**src/rtl/uart_tx_fifo.sv**
```systemverilog
// rtl/uart_tx_fifo.sv - Buffered UART transmitter: byte FIFO feeding an 8N1 serialiser with optional parity
module uart_tx_fifo #(
    parameter int CLOCK_FREQ = 50_000_000,
    parameter int BAUD_RATE  = 115_200,
    parameter int FIFO_DEPTH = 8,
    parameter int PARITY_EN  = 0,
    parameter int PARITY_ODD = 0
) (
    input  logic                        clk,
    input  logic                        rst,
    input  logic [7:0]                  data_in,
    input  logic                        data_in_valid,
    output logic                        data_in_ready,
    output logic                        serial_out,
    output logic                        busy,
    output logic [$clog2(FIFO_DEPTH):0] fifo_count
);

    // Cycles per line bit; every bit (start, data, parity, stop) lasts exactly this long.
    localparam int SYMBOL_EDGE_TIME = CLOCK_FREQ / BAUD_RATE;
    localparam int BIT_CNT_W        = $clog2(SYMBOL_EDGE_TIME) + 1;
    localparam int PTR_W            = $clog2(FIFO_DEPTH);
    localparam int COUNT_W          = PTR_W + 1;

    localparam logic [BIT_CNT_W-1:0] BIT_LAST   = BIT_CNT_W'(SYMBOL_EDGE_TIME - 1);
    localparam logic [COUNT_W-1:0]   DEPTH      = COUNT_W'(FIFO_DEPTH);
    localparam logic                 ODD_SENSE  = (PARITY_ODD != 0);
    localparam logic                 HAS_PARITY = (PARITY_EN != 0);

    typedef enum logic [2:0] {
        IDLE,
        START,
        DATA,
        PARITY,
        STOP
    } state_t;

    // FIFO storage and bookkeeping
    logic [7:0]         mem [FIFO_DEPTH];
    logic [PTR_W-1:0]   wr_ptr;
    logic [PTR_W-1:0]   rd_ptr;
    logic [COUNT_W-1:0] count;
    logic [7:0]         head;
    logic               fifo_empty;
    logic               push;
    logic               pop;

    // Serialiser state
    state_t               state;
    logic [BIT_CNT_W-1:0] bit_cnt;
    logic [2:0]           bit_idx;
    logic [7:0]           shreg;
    logic                 parity_bit;
    logic                 bit_last;

    assign fifo_empty    = (count == '0);
    assign head          = mem[rd_ptr];
    assign fifo_count    = count;

    // Ready is held low during reset so nothing is written while the FIFO is being flushed.
    assign data_in_ready = (count < DEPTH) && !rst;
    assign push          = data_in_valid && data_in_ready;

    assign bit_last      = (bit_cnt == BIT_LAST);

    // A byte leaves the FIFO either from idle or on the final cycle of a stop bit,
    // which is what gives back-to-back frames with no idle gap.
    assign pop           = !fifo_empty && ((state == IDLE) || ((state == STOP) && bit_last));

    assign busy          = (state != IDLE) || !fifo_empty;

    // FIFO data array: written on push only; no reset needed since count guards reads.
    always_ff @(posedge clk) begin
        if (push) begin
            mem[wr_ptr] <= data_in;
        end
    end

    // FIFO pointers and occupancy; simultaneous push and pop leaves count unchanged.
    always_ff @(posedge clk or posedge rst) begin
        if (rst) begin
            wr_ptr <= '0;
            rd_ptr <= '0;
            count  <= '0;
        end else begin
            if (push) begin
                wr_ptr <= wr_ptr + 1'b1;
            end
            if (pop) begin
                rd_ptr <= rd_ptr + 1'b1;
            end
            case ({push, pop})
                2'b10:   count <= count + 1'b1;
                2'b01:   count <= count - 1'b1;
                default: count <= count;
            endcase
        end
    end

    // Frame serialiser: start, 8 data bits LSB first, optional parity, stop; line driven from a register.
    always_ff @(posedge clk or posedge rst) begin
        if (rst) begin
            state      <= IDLE;
            bit_cnt    <= '0;
            bit_idx    <= '0;
            shreg      <= '0;
            parity_bit <= 1'b0;
            serial_out <= 1'b1;
        end else begin
            case (state)
                IDLE: begin
                    bit_cnt    <= '0;
                    serial_out <= 1'b1;
                    if (pop) begin
                        shreg      <= head;
                        parity_bit <= (^head) ^ ODD_SENSE;
                        state      <= START;
                        serial_out <= 1'b0;
                    end
                end

                START: begin
                    if (bit_last) begin
                        bit_cnt    <= '0;
                        bit_idx    <= '0;
                        serial_out <= shreg[0];
                        shreg      <= {1'b0, shreg[7:1]};
                        state      <= DATA;
                    end else begin
                        bit_cnt <= bit_cnt + 1'b1;
                    end
                end

                DATA: begin
                    if (bit_last) begin
                        bit_cnt <= '0;
                        if (bit_idx == 3'd7) begin
                            if (HAS_PARITY) begin
                                serial_out <= parity_bit;
                                state      <= PARITY;
                            end else begin
                                serial_out <= 1'b1;
                                state      <= STOP;
                            end
                        end else begin
                            bit_idx    <= bit_idx + 1'b1;
                            serial_out <= shreg[0];
                            shreg      <= {1'b0, shreg[7:1]};
                        end
                    end else begin
                        bit_cnt <= bit_cnt + 1'b1;
                    end
                end

                PARITY: begin
                    if (bit_last) begin
                        bit_cnt    <= '0;
                        serial_out <= 1'b1;
                        state      <= STOP;
                    end else begin
                        bit_cnt <= bit_cnt + 1'b1;
                    end
                end

                STOP: begin
                    if (bit_last) begin
                        bit_cnt <= '0;
                        if (pop) begin
                            shreg      <= head;
                            parity_bit <= (^head) ^ ODD_SENSE;
                            serial_out <= 1'b0;
                            state      <= START;
                        end else begin
                            serial_out <= 1'b1;
                            state      <= IDLE;
                        end
                    end else begin
                        bit_cnt <= bit_cnt + 1'b1;
                    end
                end

                default: begin
                    bit_cnt    <= '0;
                    serial_out <= 1'b1;
                    state      <= IDLE;
                end
            endcase
        end
    end

endmodule
```
**config.mk**
```make
export PLATFORM = sky130hd
export DESIGN_NAME = uart_tx_fifo
export DESIGN_NICKNAME = d
export VERILOG_FILES = /design/src/rtl/uart_tx_fifo.sv
export SDC_FILE = /design/constraint.sdc
export NUM_CORES = 1
export LEC_CHECK = 0
export BUFFER_PORTS_ARGS = -buffer_cell sky130_fd_sc_hd__buf_2
export CAP_MARGIN = 20
export CORE_MARGIN = 10
export CORE_UTILIZATION = 45
export DETAILED_ROUTE_END_ITERATION = 16
export GPL_TIMING_DRIVEN = 0
export PLACE_DENSITY_LB_ADDON = 0.12
export SLEW_MARGIN = 20
export SYNTH_ARGS = -nofsm -noshare
export SYNTH_HDL_FRONTEND = slang
export SYNTH_SLANG_ARGS = --single-unit
```
**constraint.sdc**
```tcl
create_clock -name clk -period 2.36 [get_ports clk]
set_clock_uncertainty 0.2 [all_clocks]
set_input_delay 0.118 -clock clk [delete_from_list [all_inputs] [get_ports clk]]
set_output_delay 0.118 -clock clk [all_outputs]
set_load 0.005 [all_outputs]
```
==> run_results.csv <==
group,metric,value,unit
place,dp_hpwl,5287,um
pwr,sw_frac_of_total,33.34,%
worst_setup_path,rr_startpoint,"fifo_count[0]",
logic_synthesis,ys.flop_type,"edfxtp_1",
grt,grt-ovfl-total,0,
final_layout,n_antenna_cell,0,
logic_synthesis,async_flop_share,35.35,%
worst_setup_path,slowest_delay,0.57,ns
outcome,outcome,"complete, but fails checks",
worst_setup_path,reg2reg_slack,-0.07,ns
final_layout,drive_gt1_share,34.87,%
logic_synthesis,synth_seq_cells,99,
die,coreArea,0.009328,mm^2
die,die_h,118.3,um
worst_setup_path,startpoint,"fifo_count[0]",
final_layout,area.sequential,0.002801,mm^2
timing,rsz0062_at_grt,"yes",
run,drv_cap,0,
pwr,ir_drop,0.5497,mV
final_layout,layout_common_cells,"64 x edfxtp_1, 32 x dfrtp_1, 23 x nand2_1",
worst_setup_path,worst_r2r_endpoint,"fifo_count[2]",
detailed_routing,routed_wl,7990,um
place,io_buffers,17,
grt,grt_pass1_wl,13500,um
cts,cts_buffer_depth,2,
pwr,p_int,3.781,mW
timing,slew_headroom,48.79,%
worst_setup_path,start_kind,"flop",
timing,tightest_slew,0.7681,ns
detailed_routing,vias,2474,
detailed_routing,firstDrtPassIters,4,
cts,cts_num_sinks,99,
die,fp.dieArea,0.01399,mm^2
place,placed_area,0.004656,mm^2
worst_setup_path,cp_common_cell,"xor2_1",
timing,fin_crit_sh,103.1,%
timing,final-max-slew-violation-count,0,
logic_synthesis,synth_cell_types,47,
pwr,power.switching,1.891,mW
worst_setup_path,cp-endpoint,"fifo_count[2]",
die,pin_count,18,
outcome,violations,"setup timing",
final_layout,final_common_cell,"edfxtp_1",
grt,grt_pass1_vias,2583,
timing,setup_viol,1,
die,start_util,46.61,%
pwr,seqPwrFrac,42.2,%
final_layout,nets,362,
worst_setup_path,crit_type,"flop to flop",
final_layout,fillers,743,
detailed_routing,drcViolationCount,0,
cts,cts_tree,"built",
final_layout,final_area,0.005181,mm^2
die,rows,35,
logic_synthesis,ys_warn_count,0,
worst_setup_path,crit_chain,"or4_4, nand2_4, a21oi_4, ha_4, xor2_1, ha_2, a21oi_2, xor2_1, nor2_1, xor2_1",
logic_synthesis,synth_seq_area_share,64.37,%
detailed_routing,wire_per_inst,16.79,um
timing,setup_ws,-0.07232,ns
logic_synthesis,synth_nets,304,
cts,htreeDepth,3,
logic_synthesis,postSynthCellCount,284,
worst_setup_path,slowest_stage,"or4_4",
detailed_routing,drt_iter0_markers,152,
grt,antenna_found_initial,0,
cts,path_clk_slew,0.10,ns
worst_setup_path,end_kind,"flop",
worst_setup_path,cp.arrival,2.48,ns
worst_setup_path,path_max_fanout,3,
die,fp.dieW,118.3,um
logic_synthesis,synth_edf_count,64,
cts,cts_buffers,9,
pwr,clkPwrFrac,19.3,%
pwr,p_leak,1.963,nW
logic_synthesis,syn_area,0.004348,mm^2
timing,hold_violations,0,
final_layout,syn_to_final_growth,19.17,%
timing,fmax,411.1,MHz
worst_setup_path,ff2ff_path_depth,10,
logic_synthesis,syn-mean-instance-area,15.31,um^2
detailed_routing,ant_nets,0,
place,place_ws,-0.2470,ns
worst_setup_path,cp.required,2.41,ns
cts,clk_latency,0.36,ns
grt,grt_use_total,11.97,%
timing,finalSetupTns,-0.07232,ns
grt,grt_max_degree,36,
detailed_routing,viasPerCell,5.197,
final_layout,multiInputGateArea,0.001594,mm^2
timing,fin_crit,2.432,ns
pwr,p_per_area,1095,mW/mm^2
pwr,power_frac_comb,38.6,%
place,gp_congestion,0.7547,
cts,cts-root-buf,"clkbuf_8",
min_path,hold_path_class,"input port to flop",
layer usage:
layer,up-vias,track usage [%],routed length [um]
met5,-,0,0
met4,0,4.869,101
met3,7,3.094,215
met2,30,19.71,4047
met1,1254,14.66,3626
li1,1183,-,-
per-stage QoR:
| step | power [mW] | std cells | hold slack (ns) | util, % |
|---|---|---|---|---|
| global route | 6.045 | 476 | 0.06685 | 55.55 |
| global placement | 4.263 | 430 | 0.1854 | 49.73 |
| detailed placement | 4.318 | 431 | 0.1009 | 49.91 |
| finish | 5.672 | 476 | 0.01076 | 55.55 |
| floorplan | 3.835 | 284 | 0.01687 | - |
| CTS | 5.534 | 466 | 0.1013 | 54.06 |
flip-flops by register name (all words and copies together) (netlist names):
| name | cells |
|---|---|
| state | 3 |
| shreg | 8 |
| mem | 64 |
| fifo_count | 4 |
| wr_ptr | 3 |
| serial_out | 1 |
| bit_idx | 3 |
| bit_cnt | 10 |
| rd_ptr | 3 |
power by group through the flow:
stage	Combinational (mW)	Sequential [mW]	Clock [mW]
CTS	2.02	2.38	1.14
finish	2.19	2.39	1.09
global placement	1.85	2.41	0
detailed placement	1.89	2.43	0
floorplan	1.46	2.37	0
global route	2.42	2.43	1.19
timing repair:
item	4_1_cts	5_1_grt
setup buffers	10	11
pin swaps	3	9
endpoints found under the hold margin	98	0
hold buffers	9	0
resized for setup	9	13
setup endpoints to repair	59	24
critical path, delay by kind of cell, from the launching register on:
family / cells / cell delay [ns]
AND/OR/NAND/NOR: 3 / 0.73
AO/OA/AOI/OAI: 2 / 0.15
XOR/XNOR: 3 / 0.44
adder cells (fa/ha/maj): 2 / 0.36
flip-flops: 1 / 0.42
cells in the mapped netlist, types with 2 or more instances:
master | instances | area share (%)
inv_1 | 4 | 0.35
o32ai_1 | 2 | 0.40
nand3_1 | 2 | 0.23
mux2_4 | 8 | 2.8
nand2b_1 | 3 | 0.43
nor2_1 | 24 | 2.1
xnor2_1 | 9 | 1.8
o21ai_0 | 11 | 1.3
nand2_1 | 24 | 2.1
and4_1 | 3 | 0.60
nand3b_1 | 2 | 0.35
mux2i_1 | 8 | 1.8
xor2_1 | 9 | 1.8
buf_2 | 4 | 0.46
nor3_1 | 6 | 0.69
mux2_2 | 3 | 0.78
a22o_1 | 2 | 0.40
mux4_2 | 16 | 8.3
buf_6 | 3 | 0.78
clkbuf_1 | 5 | 0.43
edfxtp_1 | 64 | 44
ha_1 | 9 | 2.6
dfrtp_1 | 34 | 20
a21oi_1 | 6 | 0.69
final cells by class:
cell class | count | area share, %
inverters | 4 | 0.2898
repair buffers | 48 | 6.568
flip-flops and latches | 99 | 54.07
clock buffers | 10 | 2.463
clock inverters | 6 | 1.401
well taps | 129 | 3.115
multi-input cells | 169 | 30.77
plain buffers | 11 | 1.328
cells by family (layout without fill, tap and decap cells):
group,count (synthesis),count (layout),share of synthesized area (%)
buffers and inverters,16,79,2.014
flip-flops,99,99,64.37
XOR/XNOR,18,18,3.626
AO/OA/AOI/OAI,33,33,5.209
multiplexers,35,35,13.67
AND/OR/NAND/NOR,74,74,8.519
adder cells (fa/ha/maj),9,9,2.590
worst min-delay path by stage:
stage                       start            end  slack (ns)  depth (start not counted)
detailed placement            rst  fifo_count[1]        0.10                          2
finish              data_in_valid      wr_ptr[0]        0.01                          3
global placement       data_in[6]      mem[5][6]        0.19                          1
floorplan              data_in[0]      mem[0][0]        0.02                          0
global route        data_in_valid      wr_ptr[0]        0.07                          3
CTS                 data_in_valid      wr_ptr[0]        0.10                          4
(Power assumes the default switching activity.)
